`src/rtl/wb_stage.sv`:
```
// Writeback stage: selects the writeback source, aligns/extends load data and drives the
// register-file write port from registers. Optional misaligned-load trap: WB_MISALIGN_CHECK_EN.
module wb_stage #(
    parameter int XLEN       = 32,
    parameter int REG_ADDR_W = 5,
    parameter int CNT_W      = 32
) (
    input  logic                  clk,
    input  logic                  rst,
    input  logic                  in_valid,
    output logic                  in_ready,
    input  logic                  hold,
    input  logic                  flush,
    input  logic [REG_ADDR_W-1:0] in_rd,
    input  logic                  in_reg_write,
    input  logic [1:0]            in_wb_sel,
    input  logic [2:0]            in_funct3,
    input  logic [XLEN-1:0]       in_alu_result,
    input  logic [XLEN-1:0]       in_pc_plus4,
    input  logic [XLEN-1:0]       in_load_data,
    output logic [REG_ADDR_W-1:0] wb_addr,
    output logic                  wb_en,
    output logic [XLEN-1:0]       wb_data,
    output logic [CNT_W-1:0]      retired_cnt,
    output logic                  misalign_err
);

    localparam logic [1:0] SEL_ALU  = 2'd0;
    localparam logic [1:0] SEL_LOAD = 2'd1;
    localparam logic [1:0] SEL_LINK = 2'd2;

    logic                  accept;
    logic [1:0]            off;
    logic [7:0]            ld_byte;
    logic [15:0]           ld_half;
    logic [XLEN-1:0]       load_val;
    logic [XLEN-1:0]       sel_val;
    logic                  misalign;

    logic [REG_ADDR_W-1:0] wb_addr_q, wb_addr_d;
    logic                  wb_en_q, wb_en_d;
    logic [XLEN-1:0]       wb_data_q, wb_data_d;
    logic [CNT_W-1:0]      cnt_q, cnt_d;
    logic                  mis_q, mis_d;

    assign in_ready = ~hold;
    assign accept   = in_valid & ~hold & ~flush;
    assign off      = in_alu_result[1:0];

    always_comb begin
        ld_byte = 8'd0;
        case (off)
            2'd0: ld_byte = in_load_data[7:0];
            2'd1: ld_byte = in_load_data[15:8];
            2'd2: ld_byte = in_load_data[23:16];
            2'd3: ld_byte = in_load_data[31:24];
            default: ld_byte = 8'd0;
        endcase
        ld_half = off[1] ? in_load_data[31:16] : in_load_data[15:0];
    end

    // funct3[2] selects zero-extension (LBU/LHU); undefined codes fall through as a full word
    always_comb begin
        load_val = in_load_data;
        case (in_funct3)
            3'd0, 3'd4: load_val = {{(XLEN-8){ld_byte[7] & ~in_funct3[2]}}, ld_byte};
            3'd1, 3'd5: load_val = {{(XLEN-16){ld_half[15] & ~in_funct3[2]}}, ld_half};
            default:    load_val = in_load_data;
        endcase
    end

    always_comb begin
        sel_val = '0;
        case (in_wb_sel)
            SEL_ALU:  sel_val = in_alu_result;
            SEL_LOAD: sel_val = load_val;
            SEL_LINK: sel_val = in_pc_plus4;
            default:  sel_val = '0;
        endcase
    end

`ifdef WB_MISALIGN_CHECK_EN
    always_comb begin
        misalign = 1'b0;
        if (in_wb_sel == SEL_LOAD) begin
            case (in_funct3)
                3'd1, 3'd5: misalign = off[0];
                3'd2:       misalign = (off != 2'd0);
                default:    misalign = 1'b0;
            endcase
        end
    end
`else
    assign misalign = 1'b0;
`endif

    always_comb begin
        wb_addr_d = wb_addr_q;
        wb_data_d = wb_data_q;
        wb_en_d   = 1'b0;
        cnt_d     = cnt_q;
        mis_d     = 1'b0;
        if (accept) begin
            wb_addr_d = in_rd;
            wb_data_d = sel_val;
            wb_en_d   = in_reg_write & (in_rd != '0) & ~misalign;
            cnt_d     = cnt_q + 1'b1;
            mis_d     = misalign;
        end
    end

    always_ff @(posedge clk) begin
        if (rst) begin
            wb_addr_q <= '0;
            wb_data_q <= '0;
            wb_en_q   <= 1'b0;
            cnt_q     <= '0;
            mis_q     <= 1'b0;
        end else begin
            wb_addr_q <= wb_addr_d;
            wb_data_q <= wb_data_d;
            wb_en_q   <= wb_en_d;
            cnt_q     <= cnt_d;
            mis_q     <= mis_d;
        end
    end

    assign wb_addr      = wb_addr_q;
    assign wb_data      = wb_data_q;
    assign wb_en        = wb_en_q;
    assign retired_cnt  = cnt_q;
    assign misalign_err = mis_q;

endmodule

```
`config.mk`:
```
export PLATFORM = sky130hd
export DESIGN_NAME = wb_stage
export DESIGN_NICKNAME = d
export VERILOG_FILES = /design/src/rtl/wb_stage.sv
export SDC_FILE = /design/constraint.sdc
export NUM_CORES = 1
export LEC_CHECK = 0
export ABC_CLOCK_PERIOD_IN_PS = 2000
export BUFFER_PORTS_ARGS = -buffer_cell sky130_fd_sc_hd__buf_2
export CORE_UTILIZATION = 40
export CTS_BUF_LIST = sky130_fd_sc_hd__clkbuf_16
export DETAILED_ROUTE_END_ITERATION = 16
export GPL_ROUTABILITY_DRIVEN = 0
export GPL_TIMING_DRIVEN = 1
export PLACE_DENSITY = 0.76
export SYNTH_ARGS = -nofsm -noshare
export SYNTH_HDL_FRONTEND = slang
export SYNTH_SLANG_ARGS = --single-unit
```
`constraint.sdc`:
```
create_clock -name clk -period 2 [get_ports clk]
set_clock_uncertainty 0.05 [all_clocks]
set_input_delay 0.1 -clock clk [delete_from_list [all_inputs] [get_ports clk]]
set_output_delay 0.1 -clock clk [all_outputs]
set_load 0.02 [all_outputs]
```
==> results of run 1 <==
==> critical path, delay by kind of cell (launching register included) <==
family / cells / cell delay (ns)
xor+xnor: 1 / 0.16
buf+inv: 1 / 0.18
flops: 1 / 0.37
simple gates: 4 / 1.09
==> cell usage after synthesis, types with 2 or more instances <==
cell / number
nor3_1: 5
mux2_2: 6
or4_1: 2
mux2i_1: 31
buf_6: 2
inv_1: 16
a211o_1: 6
nor3_2: 2
a22oi_1: 6
clkbuf_1: 28
nor4_1: 5
o221ai_1: 8
nand2b_1: 8
nor4_4: 2
nand4_1: 9
xor2_1: 10
nand3b_1: 2
nor2_1: 56
buf_1: 8
or3_1: 4
a311oi_1: 2
a41o_1: 2
nand3_1: 7
o21ai_0: 47
nor3b_1: 2
and4_1: 4
a221oi_1: 9
a21oi_1: 35
nor2b_1: 2
nand2_1: 79
xnor2_1: 20
dfxtp_1: 70
==> final cells by class <==
| type | count | area share |
|---|---|---|
| Tap cell | 133 | 0.0304 |
| Inverter | 16 | 0.0110 |
| Multi-Input combinational cell | 384 | 0.434 |
| Clock inverter | 7 | 0.00915 |
| Timing Repair Buffer | 217 | 0.217 |
| Clock buffer | 9 | 0.0412 |
| Sequential cell | 70 | 0.257 |
==> timing repair <==
item	CTS	global route
setup buffers	0	2
setup endpoints to repair	0	9
hold buffers	6	0
endpoints found under the hold margin	6	0
resized for setup	0	3
==> where the power goes <==
group	switching (µW)	total (µW)	internal, µW
clock	631	1470	838
sequential	12.4	1430	1420
combinational	285	512	227
==> metrics by stage <==
step / power, µW / std cells / hold slack (ns) / setup TNS (ns) / worst slack [ns]
2_1_floorplan: 1730 / 510 / 0.186 / -0.00412 / -0.00412
3_3_place_gp: 1950 / 812 / 0.300 / 0 / 0.0332
3_5_place_dp: 1960 / 812 / 0.313 / -0.0554 / -0.0382
4_1_cts: 3440 / 834 / 0.0102 / 0 / 0.0310
5_1_grt: 3560 / 836 / 0.0251 / -0.0927 / -0.0577
6_report: 3410 / 836 / 0.0213 / 0 / 0.0191
==> path summary, 6_finish.rpt <==
kind	to	slack, ns	depth (start not counted)
worst max-delay path	retired_cnt[22]	0.02	6
worst min-delay path	wb_data[1]	0.02	2
worst max register to register	retired_cnt[22]	0.02	6
worst min register to register	wb_data[3]	0.40	2
==> cells in the final DEF (no fill, tap or decap), types with 8 or more instances in the layout <==
cell       instances
a21oi_1           35
a221oi_1           9
buf_2            182
buf_4             29
clkbuf_16          9
dfxtp_1           68
inv_1             16
mux2i_1           31
nand2_1           79
nand2b_1           8
nand4_1            9
nor2_1            56
o21ai_0           47
o221ai_1           8
xnor2_1           20
xor2_1            10
==> logic make-up (layout without fill, tap and decap cells) <==
group	after synthesis	in the layout	synth area share
AOI/OAI and AO/OA	119	119	0.183
and+or+nand+nor	195	195	0.237
muxes	38	38	0.100
buffers and inverters	56	249	0.0578
other	1	1	0.000941
adders and majority gates	1	1	0.00314
DFF	70	70	0.352
xor gates and xnor gates	30	30	0.0659
==> flip-flops by register name, indices dropped and copies added, names as in the netlist <==
name / count
retired_cnt: 32
wb_addr: 5
wb_en: 1
wb_data: 32
==> per-layer routing <==
layer | GRT usage | share of wire | routed length [µm] | up-vias
met5 | 0 | 0 | 0 | -
met4 | 0.140 | 0.043 | 550 | 0
met3 | 0.0609 | 0.075 | 954 | 39
met2 | 0.425 | 0.48 | 6030 | 222
met1 | 0.274 | 0.41 | 5160 | 2030
li1 | - | - | - | 2153
==> flow_metrics.env, run 1 <==
export IMPL_grt_pass1_wl_um=19500
export IMPL_clk_pin_slew_ns=0.06
export IMPL_synth_edff_count=0
export IMPL_num_rows=36
export IMPL_setup_violations=0
export IMPL_synth_nets=623
export IMPL_setup_worst_path_start_class="register"
export IMPL_drive_gt1_frac=0.351
export IMPL_multiInputGateArea_mm2=0.00237
export IMPL_synth_top_area_share=0.352
export IMPL_syn_inst=510
export IMPL_ys_flop_type="dfxtp_1"
export IMPL_required_ns=2.16
export IMPL_htreeDepth=3
export IMPL_wirelength_um=12700
export IMPL_status="finished, final reports clean"
export IMPL_ys_types=47
export IMPL_syn_area_mm2=0.00399
export IMPL_drc=0
export IMPL_irDropWorstVdd_mv=0.444
export IMPL_syn_to_final_growth_pct=37.2
export IMPL_yosys_register_bits=70
export IMPL_fin_nets=811
export IMPL_cts_buffers=9
export IMPL_dr_first_iter_drc_count=146
export IMPL_num_antenna_cells=0
export IMPL_cp_arrival_ns=2.14
export IMPL_leakage_uw=0.00247
export IMPL_cts_root_buf="clkbuf_16"
export IMPL_ys_seq_area_frac=0.352
export IMPL_slew_violations=0
export IMPL_syn_avg_cell_area_um2=7.81
export IMPL_coreArea_mm2=0.00973
export IMPL_clock_sinks=70
export IMPL_avgRoutedWirePerCell_um=15.2
export IMPL_final_antenna_net_count=0
export IMPL_hp_start="rst"
export IMPL_fin_area_mm2=0.00547
export IMPL_crit_chain="nand4_1 -> buf_4 -> or4_4 -> nor3_1 -> xnor2_1 -> nor2_1"
export IMPL_num_io_pins=184
export IMPL_r2r_start="retired_cnt[6]"
export IMPL_clk_latency_ns=0.32
export IMPL_slowest_delay_ns=0.59
export IMPL_cts_tree="done"
export IMPL_max_freq_mhz=505
export IMPL_synth_area_top_cells="dfxtp_1 35%, mux2i_1 7.8%, nand2_1 7.4%"
export IMPL_yosysTopAreaCell="dfxtp_1"
export IMPL_die_x_um=102
export IMPL_finalHoldViolCount=0
export IMPL_place_hpwl_um=9560
export IMPL_fin_crit_sh=0.990
export IMPL_num_fill_cells=950
export IMPL_hold_class="in2reg"
export IMPL_fin_util=0.562
export IMPL_gr_total_overflow=0
export IMPL_clock_path_buffers=2
export IMPL_drtPass1Iterations=5
export IMPL_async_flop_share=0
export IMPL_die_area_mm2=0.0104
export IMPL_track_usage=0.245
export IMPL_yosys_warnings=0
export IMPL_drt_vias_per_instance=5.32
export IMPL_p_per_area_mw_per_mm2=624
export IMPL_cpMaxStageDelayCell="or4_4"
export IMPL_crit_path_max_fanout=8
export IMPL_worst_pin_slew_ns=0.764
export IMPL_antenna_found_initial=0
export IMPL_startpoint="retired_cnt[6]"
export IMPL_crit_path_end_kind="register"
export IMPL_seqCellArea_mm2=0.00140
export IMPL_grt_max_degree=37
export IMPL_max_cap_violations=0
export IMPL_rsz0062_at_grt="yes"
export IMPL_die_h_um=102
export IMPL_vias=4444
export IMPL_min_period_ns=1.98
export IMPL_place_area_mm2=0.00510
export IMPL_grt_pass1_vias=4163
export IMPL_relSlewSlack=0.489
export IMPL_start_util=0.410
export IMPL_critical_path_class="reg2reg"
export IMPL_portBuffers=182
Note: power is estimated with default switching activity, not from simulation.
==> inputs of run 2 (changes only) <==
--- a/config.mk
+++ b/config.mk
@@ -7,12 +7,13 @@
 export LEC_CHECK = 0
 export ABC_CLOCK_PERIOD_IN_PS = 2000
 export BUFFER_PORTS_ARGS = -buffer_cell sky130_fd_sc_hd__buf_2
-export CORE_UTILIZATION = 40
+export CORE_UTILIZATION = 35
 export CTS_BUF_LIST = sky130_fd_sc_hd__clkbuf_16
+export CTS_CLUSTER_DIAMETER = 100
 export DETAILED_ROUTE_END_ITERATION = 16
 export GPL_ROUTABILITY_DRIVEN = 0
 export GPL_TIMING_DRIVEN = 1
-export PLACE_DENSITY = 0.76
+export PLACE_DENSITY = 0.69
 export SYNTH_ARGS = -nofsm -noshare
 export SYNTH_HDL_FRONTEND = slang
 export SYNTH_SLANG_ARGS = --single-unit
==> run 2 against run 1 <==
Compared with the run above: critical path depth decreased by 1; clock-buffer cell count unchanged; flip-flop and latch count did not move; critical path type unchanged; global-route usage down 2.4 points; register-to-register slack better by 0.09 ns.
==> flow_metrics.env, run 2 (same netlist as run 1, synthesis figures left out) <==
export IMPL_clk_latency_ns=0.33
export IMPL_grt_pass1_wl_um=19900
export IMPL_hold_class="in2reg"
export IMPL_antenna_found_initial=0
export IMPL_leakage_uw=0.00247
export IMPL_fin_tns_setup_ns=0
export IMPL_place_hpwl_um=9630
export IMPL_crit_path_end_kind="register"
export IMPL_htreeDepth=3
export IMPL_max_freq_mhz=530
export IMPL_dr_first_iter_drc_count=338
export IMPL_drt_vias_per_instance=5.21
export IMPL_num_io_pins=184
export IMPL_portBuffers=182
export IMPL_num_antenna_cells=0
export IMPL_drc=0
export IMPL_r2r_slack_ns=0.11
export IMPL_grt_max_degree=40
export IMPL_postCtsSetupBuffers=0
export IMPL_fin_nets=808
export IMPL_drtPass1Iterations=6
export IMPL_setup_worst_path_start_class="register"
export IMPL_critical_path_class="reg2reg"
export IMPL_layout_common_cells="182 x buf_2, 79 x nand2_1, 66 x dfxtp_1"
export IMPL_coreArea_mm2=0.0110
export IMPL_status="finished, final reports clean"
export IMPL_slew_violations=0
export IMPL_finalHoldViolCount=0
export IMPL_reg2reg_depth=5
export IMPL_min_period_ns=1.89
export IMPL_final_antenna_net_count=0
export IMPL_timing_rr_end="retired_cnt[27]"
export IMPL_cts_tree="done"
export IMPL_die_area_mm2=0.0118
export IMPL_r2r_start="retired_cnt[7]"
export IMPL_irDropWorstVdd_mv=0.414
export IMPL_syn_to_final_growth_pct=37.0
export IMPL_cts_root_buf="clkbuf_16"
export IMPL_max_cap_violations=0
export IMPL_vias=4367
export IMPL_holdPathEnd="wb_data[0]"
export IMPL_hp_start="in_pc_plus4[0]"
export IMPL_clock_sinks=70
export IMPL_setup_violations=0
export IMPL_avgRoutedWirePerCell_um=15.3
export IMPL_clk_pin_slew_ns=0.06
export IMPL_track_usage=0.220
export IMPL_layout_commonest_cell="buf_2"
export IMPL_cts_buffers=9
export IMPL_grt_pass1_vias=4112
export IMPL_fin_crit_sh=0.944
export IMPL_clock_path_buffers=2
export IMPL_crit_path_max_fanout=7
export IMPL_p_per_area_mw_per_mm2=643
export IMPL_instances_no_fill=839
export IMPL_total_power_uw=3510
export IMPL_cp_arrival_ns=2.05
export IMPL_required_ns=2.17
export IMPL_placedCellCount=818
export IMPL_start_util=0.363
export IMPL_rsz0062_at_grt="no"
export IMPL_gr_total_overflow=0
export IMPL_wirelength_um=12900
export IMPL_num_fill_cells=1064
export IMPL_relSlewSlack=0.491
export IMPL_worst_pin_slew_ns=0.761
export IMPL_die_x_um=109
export IMPL_holdPathStages=3
export IMPL_drive_gt1_frac=0.348
export IMPL_num_rows=38
export IMPL_die_h_um=109
-- run 2: cell count changes in the layout (fill, tap and decap cells not counted), moves of 2 or more --
cell / before / now
dfxtp_1: 68 / 66
clkinvlp_4: 5 / 1
buf_4: 29 / 26
clkinv_4: 0 / 2
dfxtp_2: 2 / 4
-- run 2: cell type report --
type	instances	area (µm²)	area share
Tap cell	140	175	0.0321
Inverter	16	60.1	0.0110
Multi-Input combinational cell	384	2360	0.433
Clock inverter	6	63.8	0.0117
Sequential cell	70	1410	0.258
Timing Repair Buffer	214	1170	0.214
Clock buffer	9	225	0.0412
-- run 2: worst max path at each step --
stage,from,cells after the start,endpoint
2_1_floorplan,retired_cnt[5],6,retired_cnt[31]
3_3_place_gp,hold,6,retired_cnt[29]
3_5_place_dp,hold,6,retired_cnt[27]
4_1_cts,retired_cnt[1],6,retired_cnt[20]
5_1_grt,retired_cnt[2],5,retired_cnt[31]
6_report,retired_cnt[7],5,retired_cnt[27]
-- run 2: what timing repair did --
action                                 CTS  global route
hold buffers                             6             0
setup endpoints to repair                0             7
gates resized for setup                  0             3
endpoints found under the hold margin    6             0
-- run 2: critical path: stages, from the launching register on --
cell	delay [ns]
dfxtp_1	0.37
nand4_1	0.14
or4_1	0.64
nor4_1	0.34
xnor2_1	0.18
nor2_1	0.05
-- run 2: routing by layer --
layer / track usage / wire (µm) / vias up
met1: 0.268 / 5420 / 1987
met2: 0.362 / 6020 / 203
met5: 0 / 0 / -
met3: 0.0622 / 1020 / 25
li1: - / - / 2152
met4: 0.0956 / 399 / 0
-- run 2: per-stage QoR --
| step | hold slack (ns) | util | worst slack, ns | area, µm² |
|---|---|---|---|---|
| floorplan | 0.186 | - | -0.00412 | 3990 |
| detailed placement | 0.307 | 0.465 | -0.0897 | 5100 |
| global placement | 0.303 | 0.465 | 0.0148 | 5100 |
| finish | 0.0360 | 0.497 | 0.112 | 5460 |
| CTS | 0.0236 | 0.496 | 0.0749 | 5450 |
| global route | 0.0239 | 0.497 | 0.0107 | 5460 |
-- run 2: report_power, final --
group | total, µW | internal, µW | leakage (µW) | switching, µW
sequential | 1430 | 1420 | 0.000567 | 12.7
clock | 1580 | 956 | 0.000139 | 619
combinational | 506 | 225 | 0.00177 | 282
total | 3510 | 2600 | 0.00247 | 914
